File: config.mk
export PLATFORM = sky130hd
export DESIGN_NAME = ahb_lite_slave
export DESIGN_NICKNAME = d
export VERILOG_FILES = /design/src/rtl/ahb_lite_slave.sv
export SDC_FILE = /design/constraint.sdc
export NUM_CORES = 1
export LEC_CHECK = 0
export ABC_CLOCK_PERIOD_IN_PS = 3260
export CAP_MARGIN = 20
export CORE_ASPECT_RATIO = 1.75
export CORE_MARGIN = 2
export CORE_UTILIZATION = 32
export CTS_CLUSTER_DIAMETER = 80
export DETAILED_ROUTE_END_ITERATION = 10
export PLACE_DENSITY = 0.84
export SLEW_MARGIN = 25
export SYNTH_ARGS = -nofsm -noshare
export SYNTH_HDL_FRONTEND = slang
export SYNTH_SLANG_ARGS = --single-unit
export TNS_END_PERCENT = 50
File: constraint.sdc
create_clock -name clk -period 3.26 [get_ports clk]
set_clock_uncertainty 0.15 [all_clocks]
set_input_delay 0.489 -clock clk [delete_from_list [all_inputs] [get_ports clk]]
set_output_delay 0.489 -clock clk [all_outputs]
set_load 0.03 [all_outputs]
File: src/rtl/ahb_lite_slave.sv
// AHB-Lite slave exposing the USB endpoint register map (status, error, occupancy,
// EHTS, TX packet control, flush) and strobing the data buffer for 0x0-0x3 accesses.
module ahb_lite_slave #(
   parameter int unsigned ADDR_W = 4,
   parameter int unsigned DATA_W = 32
) (
   input  logic              clk,
   input  logic              nRst,
   input  logic              hsel,
   input  logic [ADDR_W-1:0] haddr,
   input  logic [1:0]        htrans,
   input  logic [1:0]        hsize,
   input  logic              hwrite,
   input  logic [DATA_W-1:0] hwdata,
   output logic [DATA_W-1:0] hrdata,
   output logic              hready,
   output logic              hresp,
   input  logic [15:0]       statusData,
   input  logic [15:0]       errorData,
   input  logic [7:0]        boData,
   input  logic [7:0]        ehtsData,
   output logic [7:0]        nextEHTSData,
   input  logic [DATA_W-1:0] rxData,
   output logic              getRxData,
   output logic              storeTxData,
   output logic [DATA_W-1:0] txData,
   output logic [1:0]        dataSize,
   output logic [2:0]        txPacket,
   input  logic              txDone,
   output logic              flush
);

   typedef enum logic [2:0] {IDLE, DATA, WAIT, ERR1, ERR2} stateType;

   stateType          state;
   logic [ADDR_W-1:0] aAddr;
   logic [1:0]        aSize;
   logic              aWrite;

   logic       accept;
   logic [3:0] spanEnd;
   logic       addrErr;
   logic       bufAccess;
   logic [3:0] laneMask;
   logic [3:0] laneEn;
   logic       ctrlWrite;
   logic       wrTx;
   logic       wrFlush;
   logic       wrEhts;
   logic       unusedBits;

   assign unusedBits = htrans[0];
   assign accept     = hready & hsel & htrans[1];

   // Address-phase decode: unmapped, read-only or word-crossing accesses error out
   always_comb begin
      spanEnd   = {2'b00, haddr[1:0]} + (4'd1 << hsize);
      bufAccess = (haddr[3:2] == 2'b00);
      addrErr   = (spanEnd > 4'd4)
                | (haddr inside {4'h9, 4'hA, 4'hB, 4'hF})
                | (hwrite & (haddr inside {[4'h4:4'h8]}));
   end

   // Byte lanes touched by the transfer currently in its data phase
   always_comb begin
      case (aSize)
         2'd0:    laneMask = 4'b0001;
         2'd1:    laneMask = 4'b0011;
         default: laneMask = 4'b1111;
      endcase
      laneEn    = 4'(laneMask << aAddr[1:0]);
      ctrlWrite = (state == DATA) & aWrite & (aAddr[3:2] == 2'b11);
      wrTx      = ctrlWrite & laneEn[0];
      wrFlush   = ctrlWrite & laneEn[1];
      wrEhts    = ctrlWrite & laneEn[2];
   end

   always_ff @(posedge clk or negedge nRst) begin
      if (!nRst) begin
         state       <= IDLE;
         hready      <= 1'b1;
         hresp       <= 1'b0;
         aAddr       <= '0;
         aSize       <= 2'd0;
         aWrite      <= 1'b0;
         getRxData   <= 1'b0;
         storeTxData <= 1'b0;
         dataSize    <= 2'd0;
      end else begin
         getRxData   <= 1'b0;
         storeTxData <= 1'b0;
         if (accept) begin
            aAddr    <= haddr;
            aSize    <= hsize;
            aWrite   <= hwrite;
            dataSize <= (hsize == 2'd2) ? 2'd3 : hsize;
            if (addrErr) begin
               state  <= ERR1;
               hready <= 1'b0;
               hresp  <= 1'b1;
            end else if (bufAccess && !hwrite) begin
               state     <= WAIT;
               hready    <= 1'b0;
               hresp     <= 1'b0;
               getRxData <= 1'b1;
            end else begin
               state       <= DATA;
               hready      <= 1'b1;
               hresp       <= 1'b0;
               storeTxData <= bufAccess & hwrite;
            end
         end else begin
            case (state)
               WAIT: begin
                  state  <= DATA;
                  hready <= 1'b1;
                  hresp  <= 1'b0;
               end
               ERR1: begin
                  state  <= ERR2;
                  hready <= 1'b1;
                  hresp  <= 1'b1;
               end
               default: begin
                  state  <= IDLE;
                  hready <= 1'b1;
                  hresp  <= 1'b0;
               end
            endcase
         end
      end
   end

   // Control registers; a host write to txPacket beats a coincident txDone
   always_ff @(posedge clk or negedge nRst) begin
      if (!nRst) begin
         txPacket <= 3'd0;
         flush    <= 1'b0;
      end else begin
         if (wrTx)
            txPacket <= hwdata[2:0];
         else if (txDone)
            txPacket <= 3'd0;
         if (wrFlush && hwdata[8])
            flush <= 1'b1;
         else if (flush && boData == 8'd0)
            flush <= 1'b0;
      end
   end

   // Read data follows the latched address; buffer reads land after the wait state
   always_comb begin
      hrdata = '0;
      if (state == DATA && !aWrite) begin
         case (aAddr[3:2])
            2'b00:   hrdata = rxData;
            2'b01:   hrdata = {errorData, statusData};
            2'b10:   hrdata = {24'h0, boData};
            default: hrdata = {8'h0, ehtsData, 7'h0, flush, 5'h0, txPacket};
         endcase
      end
   end

   assign txData       = hwdata;
   assign nextEHTSData = !nRst ? 8'h00 : (wrEhts ? hwdata[23:16] : ehtsData);

endmodule

# After elaboration in Yosys (flattened, before gate mapping)
# Cells that the tools add are included.
dict set report word_totals {
  ff_bits 20
  word_cells 80
  out_inout_bits 82
}
dict set report classes {
  magnitude_cmp 3
  reduce_logical 14
  add_sub_neg 1
  muxes 26
  bitwise_logic 11
  shifts 2
  n_eq_ne 12
}
# cell n
set ops {}
lappend ops {{32-bit case mux with 3 select lines} 1}
lappend ops {{32-bit two-way mux} 1}
lappend ops {{4-bit == test (second input constant)} 4}
lappend ops {{8-bit two-way mux} 2}
lappend ops {{1-bit two-way mux} 14}
lappend ops {{1-bit bitwise AND} 9}
lappend ops {{3-bit two-way mux} 3}
lappend ops {{8-bit zero test} 1}
lappend ops {{4-bit case mux with 2 select lines} 1}
lappend ops {{2-bit == test (second input constant)} 3}
lappend ops {{3-bit by 2-bit == test with 1-bit output (second input constant)} 2}
lappend ops {{2-bit zero test} 3}
lappend ops {{2-bit two-way mux} 3}
lappend ops {{3-bit case mux with 2 select lines} 1}
lappend ops {{1-bit logical AND} 5}
lappend ops {{2-bit by 4-bit adder with 4-bit output} 1}
lappend ops {{2-bit by 1-bit == test with 1-bit output (second input constant)} 2}
lappend ops {{4-bit by 3-bit greater-or-equal comparator with 1-bit output (second input constant)} 1}
lappend ops {{4-bit by 3-bit > comparator with 1-bit output (second input constant)} 1}
lappend ops {{4-bit <= comparator (second input constant)} 1}
lappend ops {{2-bit nonzero test} 2}
lappend ops {{4-bit nonzero test} 1}
lappend ops {{1-bit by 2-bit left shift with 4-bit output (first input constant)} 1}
lappend ops {{4-bit by 2-bit left shift with 3-bit output} 1}
lappend ops {{other kinds (3)} 5}

# Longest topological paths before layout
# Gate-level depths: netlist of run 1.
dict set report logic_depth {
  word_depth 7
  depth_mapped 7
  ltp_nobuf 7
}

# Worst setup path after synthesis of run 1
# No wires, ideal clock.
dict set report synth_path {
  kind {register -> output}
  from {reg state[2]}
  to {out hrdata[13]}
  path_stages_with_launch 8
  t_arrival_ns 1.715
  slack_ns 0.906
  required_time_ns 2.621
  n_path_buf 3
  cell_sequence {dfrtp_1 > nor3b_4 > nand2b_1 > buf_6 > or2_1 > buf_6 > buf_6 > nor2_1}
}
dict set report synth_between {
  elab_chain_len 3
}
# item line_no
set synth_lines {}
lappend synth_lines {{start: declaration} 35} ;# stateType state;
lappend synth_lines {{start signal: assignment} 80} ;# state <= IDLE;
lappend synth_lines {{start signal: assignment} 98} ;# state <= ERR1;
lappend synth_lines {{start signal: assignment} 102} ;# state <= WAIT;
lappend synth_lines {{3-bit by 1-bit == test with 1-bit output} 154} ;# if (state == DATA && !aWrite) begin
lappend synth_lines {{1-bit logical AND} 154}
lappend synth_lines {{32-bit two-way mux} 154}
lappend synth_lines {{end: declaration} 15} ;# output logic [DATA_W-1:0] hrdata,
# Every way passes these cells.

# Worst setup path in the final report of run 1
dict set report layout_path {
  from {reg aAddr[2]}
  to {out hrdata[23]}
}
dict set report layout_between {
  elab_chain_len 3
  word_cells_on_any_way 5
  classes_between {2 x eq/ne; 2 x mux; 1 x reduce/logical}
}
# item line_no
set layout_lines {}
lappend layout_lines {{start: declaration} 36} ;# logic [ADDR_W-1:0] aAddr;
lappend layout_lines {{start signal: assignment} 93} ;# aAddr <= haddr;
lappend layout_lines {{2-bit == test (tied with other cells)} 155} ;# case (aAddr[3:2])
lappend layout_lines {{32-bit case mux with 3 select lines *} 155}
lappend layout_lines {{32-bit two-way mux *} 154}
# Mark *: on every way between the ends. The rest lies on a longest branch, timed or not.

==> results of run 1 <==
-- state kept, by name (all words and copies together), names as in the netlist --
| signal | count |
|---|---|
| txPacket | 3 |
| aAddr | 4 |
| state | 3 |
| hresp | 1 |
| dataSize | 2 |
| aSize | 2 |
| aWrite | 1 |
| storeTxData | 1 |
| flush | 1 |
| getRxData | 1 |
| hready | 1 |
-- final timing paths --
| kind | from | to | slack (ns) | cells past startpoint |
|---|---|---|---|---|
| setup / recovery | aAddr[2] | hrdata[23] | 0.28 | 6 |
| hold / removal | dataSize[1] | dataSize[1] | 0.34 | 2 |
| setup reg to reg | aAddr[3] | txPacket[1] | 1.28 | 4 |
| hold reg to reg | dataSize[1] | dataSize[1] | 0.34 | 2 |
| max in group asynchronous | nRst | hready | 1.99 | 2 |
| min in group asynchronous | nRst | getRxData | 0.71 | 2 |
-- worst reg2reg max path: stages, from the launching register on --
cell	delay, ns
sky130_fd_sc_hd__dfrtp_1	0.64
sky130_fd_sc_hd__and3_1	0.27
sky130_fd_sc_hd__nand2_1	0.08
sky130_fd_sc_hd__nor3_1	0.35
sky130_fd_sc_hd__mux2_2	0.38
-- area by class of cell --
| cell class | instances | area (um^2) |
|---|---|---|
| fillers | 569 | 2655 |
| flip-flops and latches | 20 | 505.5 |
| multi-input cells | 171 | 1199 |
| clock buffers | 4 | 45.04 |
| inverters | 2 | 7.507 |
| repair buffers | 170 | 1669 |
| well taps | 80 | 100.1 |
-- cells in the mapped netlist (3+ instances only) --
cell type / count
sky130_fd_sc_hd__clkbuf_1: 3
sky130_fd_sc_hd__nor2b_1: 14
sky130_fd_sc_hd__nor3_1: 3
sky130_fd_sc_hd__mux2i_1: 37
sky130_fd_sc_hd__buf_4: 33
sky130_fd_sc_hd__mux4_2: 3
sky130_fd_sc_hd__a21oi_1: 15
sky130_fd_sc_hd__mux2_2: 9
sky130_fd_sc_hd__nor2_1: 47
sky130_fd_sc_hd__buf_6: 3
sky130_fd_sc_hd__and2b_1: 3
sky130_fd_sc_hd__dfrtp_1: 19
sky130_fd_sc_hd__or4_1: 3
sky130_fd_sc_hd__nand2_1: 12
sky130_fd_sc_hd__buf_2: 3
-- metrics by stage --
stage | area, um^2 | hold WS (ns) | cells | util
2_1_floorplan | 2023 | 0.04341 | 237 | -
3_3_place_gp | 3478 | 0.3127 | 443 | 0.5628
3_5_place_dp | 3478 | 0.3223 | 443 | 0.5628
4_1_cts | 3523 | 0.3399 | 447 | 0.5700
5_1_grt | 3526 | 0.3767 | 447 | 0.5704
6_report | 3526 | 0.3417 | 447 | 0.5704
-- placed cells by master (no fill, tap or decap), types with 3 or more instances in the layout --
cell                              instances
sky130_fd_sc_hd__clkdlybuf4s50_1        157
sky130_fd_sc_hd__nor2_1                  47
sky130_fd_sc_hd__mux2i_1                 37
sky130_fd_sc_hd__dfrtp_1                 18
sky130_fd_sc_hd__a21oi_1                 15
sky130_fd_sc_hd__nor2b_1                 14
sky130_fd_sc_hd__buf_4                   13
sky130_fd_sc_hd__nand2_1                 12
sky130_fd_sc_hd__mux2_2                   9
sky130_fd_sc_hd__or4_1                    3
sky130_fd_sc_hd__nor3_1                   3
sky130_fd_sc_hd__mux4_2                   3
sky130_fd_sc_hd__and2b_1                  3
sky130_fd_sc_hd__clkbuf_8                 3
-- power breakdown --
group / total [mW] / switching [mW] / internal [mW] / leakage, nW
sequential: 0.340 / 0.0576 / 0.283 / 0.252
clock: 0.164 / 0.0774 / 0.0870 / 0.0228
combinational: 0.625 / 0.292 / 0.333 / 1.25
-- cell families (layout without fill, tap and decap cells) --
group / count (synthesis) / after routing
AOI/OAI and AO/OA: 26 / 26
xor gates and xnor gates: 1 / 1
adders and majority gates: 3 / 3
buffers and inverters: 46 / 176
DFF: 20 / 20
muxes: 49 / 49
and+or+nand+nor: 92 / 92
-- per-layer routing --
layer,part of all wire,global-route usage
met5,0,0
met2,0.57,0.3869
met3,0.077,0.04438
met4,0.025,0.08055
met1,0.33,0.1755
==> impl_metrics.toml, run 1 <==
[yosys]
synth_compound_area_frac = 0.07792
synth.avg_cell_area_um2 = 8.537
synth-main-ff-cell = "sky130_fd_sc_hd__dfrtp_1"
synth_top_family_by_area = "multiplexers"
post_synth_fa_ha_maj_area_fraction = 0.02226
synth_enable_flop_cells = 0
synth.top_cell.area_share = 0.2350
synth.mux.area_fraction = 0.2665
yosysSeqAreaShare = 0.2480
synth_xor_xnor_area_share = 0.004329
postSynth.asyncResetShare = 1.000
yosys.area_share.simple = 0.2214
ys_top_cells_by_area = "sky130_fd_sc_hd__dfrtp_1, sky130_fd_sc_hd__mux2i_1, sky130_fd_sc_hd__buf_4"
synth.distinct_cells = 38
synth.net_count = 365
number_of_flip_flops_and_latches_in_the_synthesized_netlist = 20
synthesis.yosys.warnings = 0
synth_cells = 237
synth_area_leader_cell = "sky130_fd_sc_hd__dfrtp_1"
mappedNetlistArea_mm2 = 0.002023

[global_routing]
grt-ovfl-total = 0
first_global_vias = 2186
antenna_found_initial = 0
grt_total_usage = 0.1910
first_pass_grt_wire_length_mm = 10.47
grt_max_degree = 21

[die]
ioPinCount = 207
initial_core_util = 0.3273
row_count = 38
die_y_um = 109.2
dieArea_mm2 = 0.006999
floorplan.core_area_mm2 = 0.006181
die_w_um = 64.11

[setup_path]
timing.critical_path.slowest_cell_delay_ns = 0.69
required_ns = 2.62
cell_repeated_most_along_the_worst_path = "sky130_fd_sc_hd__nor2_1"
crit_chain = "buf_4 -> mux2i_1 -> nor2_1 -> a21oi_1 -> nor2_1 -> clkdlybuf4s50_1"
cp_slowest_cell = "sky130_fd_sc_hd__clkdlybuf4s50_1"
timing.critical_path.buf_inv = 2
crit_type = "register to output pin"
worst_setup_path_start_kind = "register"
end_kind = "output pin"
critical_path.max_fanout = 20
timing.critical_path.max_delay_family = "buffers and inverters"
worst-endpoint-arrival_ns = 2.34

[clocking]
post_cts_buffers = 0
clkTransAtPathRegs_ns = 0.07
cts_tree = "yes"
root_buffer = "sky130_fd_sc_hd__clkbuf_8"
cts_htree_levels = 1
cts_max_path_buffers = 2
cts_hold_repair.buffers = 0
numCtsBuffers = 3
clkLatencyLatePin_ns = 0.26
cts.sink_count = 20
post_cts_resized = 0

[sta]
timing.fmax_mhz = 335.4
timing_hold_violations_final = 0
tightestPinTransition_ns = 0.5436
rsz_0062_raised_after_global_routing = "no"
max_transition_margin = 0.6376
setup_violations = 0
final.setup.worst_slack_ns = 0.2782
maxSlewViolCount = 0
final.period_utilization = 0.9147
final_period_minus_worst_setup_slack_ns = 2.982
fin_tns_setup_ns = 0

[detailed_routing]
wirelength_mm = 7.024
drcViolationCount = 0
routedWlPerCell_um = 15.71
drt-pass1-iter-count = 3
vias_per_cell = 4.790
drtAntennaViolNets = 0
detail_route.iter0.violations = 52
vias = 2141

[placed_design]
dpl.hpwl_mm = 5.857
dpl_ws_ns = 0.3959
place_congestion = 0.7511
io_buffer_count = 165

[power]
power_per_cell_area_mw_per_mm2 = 320.6
peak_supply_drop_mv = 0.2595
finalPower_mw = 1.130
leakagePower_nw = 1.526

[run]
max_cap_viol_count = 0

[final_layout]
layout-area-overhead-vs-synth_pct = 74.27
final_net_count = 496
antennaDiodeCount = 0
final_layout_size_suffix_gt1_frac = 0.08992

[hold_path]
worst_hold_path_type = "register to register"

[run_status]
status = "finished, final reports clean"
Power figures use the tool's default switching activity.
==> inputs of run 2 (changes only) <==
- REMOVE_ABC_BUFFERS: default -> 1
==> impl_metrics.toml, run 2 (synthesis results as in run 1) <==
[global_routing]
first_global_vias = 2189
grt_total_usage = 0.2081
first_pass_grt_wire_length_mm = 11.02
antenna_found_initial = 0
grt_max_degree = 20
grt-ovfl-total = 0

[detailed_routing]
drt-pass1-iter-count = 4
drtAntennaViolNets = 0
wirelength_mm = 7.587
drcViolationCount = 0
vias = 2181
detail_route.iter0.violations = 62
routedWlPerCell_um = 16.94
vias_per_cell = 4.868

[sta]
max_transition_margin = 0.6344
timing.fmax_mhz = 331.5
timing_hold_violations_final = 0
final_period_minus_worst_setup_slack_ns = 3.016
worst_hold_slack_ns = 0.3330
rsz_0062_raised_after_global_routing = "no"
setup_violations = 0
final.setup.worst_slack_ns = 0.2436
final.period_utilization = 0.9253
maxSlewViolCount = 0
fin_tns_setup_ns = 0
tightestPinTransition_ns = 0.5484

[final_layout]
largest_register = "aAddr"
finish.utilization = 0.5745
max_reg_flops = 4
final_area_mm2 = 0.003551
final_layout_size_suffix_gt1_frac = 0.09783
nFillCells = 562
final_cell_mix = "sky130_fd_sc_hd__clkdlybuf4s50_1, sky130_fd_sc_hd__nor2_1, sky130_fd_sc_hd__mux2i_1, sky130_fd_sc_hd__dfrtp_1, sky130_fd_sc_hd__a21oi_1"
layout.cells.most_common = "sky130_fd_sc_hd__clkdlybuf4s50_1"
registers_with_the_most_flip_flops = "aAddr (4), state (3), txPacket (3)"
final_net_count = 497
antennaDiodeCount = 0
layout-area-overhead-vs-synth_pct = 75.51
final_cell_count_no_fill = 448

[clocking]
post_cts_resized = 0
numCtsBuffers = 3
cts_max_path_buffers = 2
cts.sink_count = 20
root_buffer = "sky130_fd_sc_hd__clkbuf_8"
cts_hold_repair.buffers = 0
cts_tree = "yes"
clkLatencyLatePin_ns = 0.26
cts_htree_levels = 1
post_cts_buffers = 0
clkTransAtPathRegs_ns = 0.07

[die]
floorplan.core_area_mm2 = 0.006181
die_w_um = 64.11
row_count = 38
initial_core_util = 0.3273
ioPinCount = 207
dieArea_mm2 = 0.006999
die_y_um = 109.2

[power]
leakagePower_nw = 1.543
peak_supply_drop_mv = 0.2823
finalPower_mw = 1.155
power_per_cell_area_mw_per_mm2 = 325.2

[setup_path]
required_ns = 2.62
crit_type = "register to output pin"
end_kind = "output pin"
critical_path.max_fanout = 18
worst-endpoint-arrival_ns = 2.38
worst_setup_path_start_kind = "register"

[placed_design]
dpl_ws_ns = 0.5046
place_congestion = 0.7570
place.detailed.instances = 444
io_buffer_count = 165
post_dp_cell_area_mm2 = 0.003496
dpl.hpwl_mm = 6.415

[hold_path]
worst_hold_path_type = "register to register"

[run]
max_cap_viol_count = 0

[run_status]
status = "finished, final reports clean"
==> run 2: power by group <==
| part | switching, mW | internal [mW] | leakage, nW |
|---|---|---|---|
| clock | 0.0764 | 0.108 | 0.0288 |
| combinational | 0.295 | 0.339 | 1.26 |
| sequential | 0.0551 | 0.282 | 0.252 |
==> run 2: layer usage <==
layer | vias up | global-route usage | share of wire
met3 | 11 | 0.1269 | 0.15
met2 | 145 | 0.3676 | 0.50
li1 | 1040 | - | -
met4 | 2 | 0.05623 | 0.014
met5 | - | 0.04688 | 0.0047
met1 | 983 | 0.1983 | 0.33
==> run 2: layout make-up <==
type	count	area, um^2	area share
Sequential cell	20	503.0	0.1416
Tap cell	80	100.1	0.02819
Inverter	2	7.507	0.002114
Multi-Input combinational cell	171	1199	0.3376
Timing Repair Buffer	171	1687	0.4750
Clock buffer	4	55.05	0.01550
==> run 2: worst paths after layout <==
| path | from | end | slack, ns | cells after the start |
|---|---|---|---|---|
| worst min register to register | dataSize[1] | dataSize[1] | 0.33 | 2 |
| max in group asynchronous | nRst | hready | 1.96 | 2 |
| worst max register to register | aAddr[2] | txPacket[2] | 1.18 | 4 |
| worst max-delay path | aAddr[2] | hrdata[17] | 0.24 | 4 |
| worst min-delay path | dataSize[1] | dataSize[1] | 0.33 | 2 |
| min in group asynchronous | nRst | flush | 0.39 | 1 |
==> run 2: worst max-delay path: stages, from the launching register on <==
cell and delay, ns:
sky130_fd_sc_hd__dfrtp_2 0.70, sky130_fd_sc_hd__and2_1 0.46, sky130_fd_sc_hd__a21oi_1 0.12, sky130_fd_sc_hd__nor2_1 0.14, sky130_fd_sc_hd__clkdlybuf4s50_1 0.69
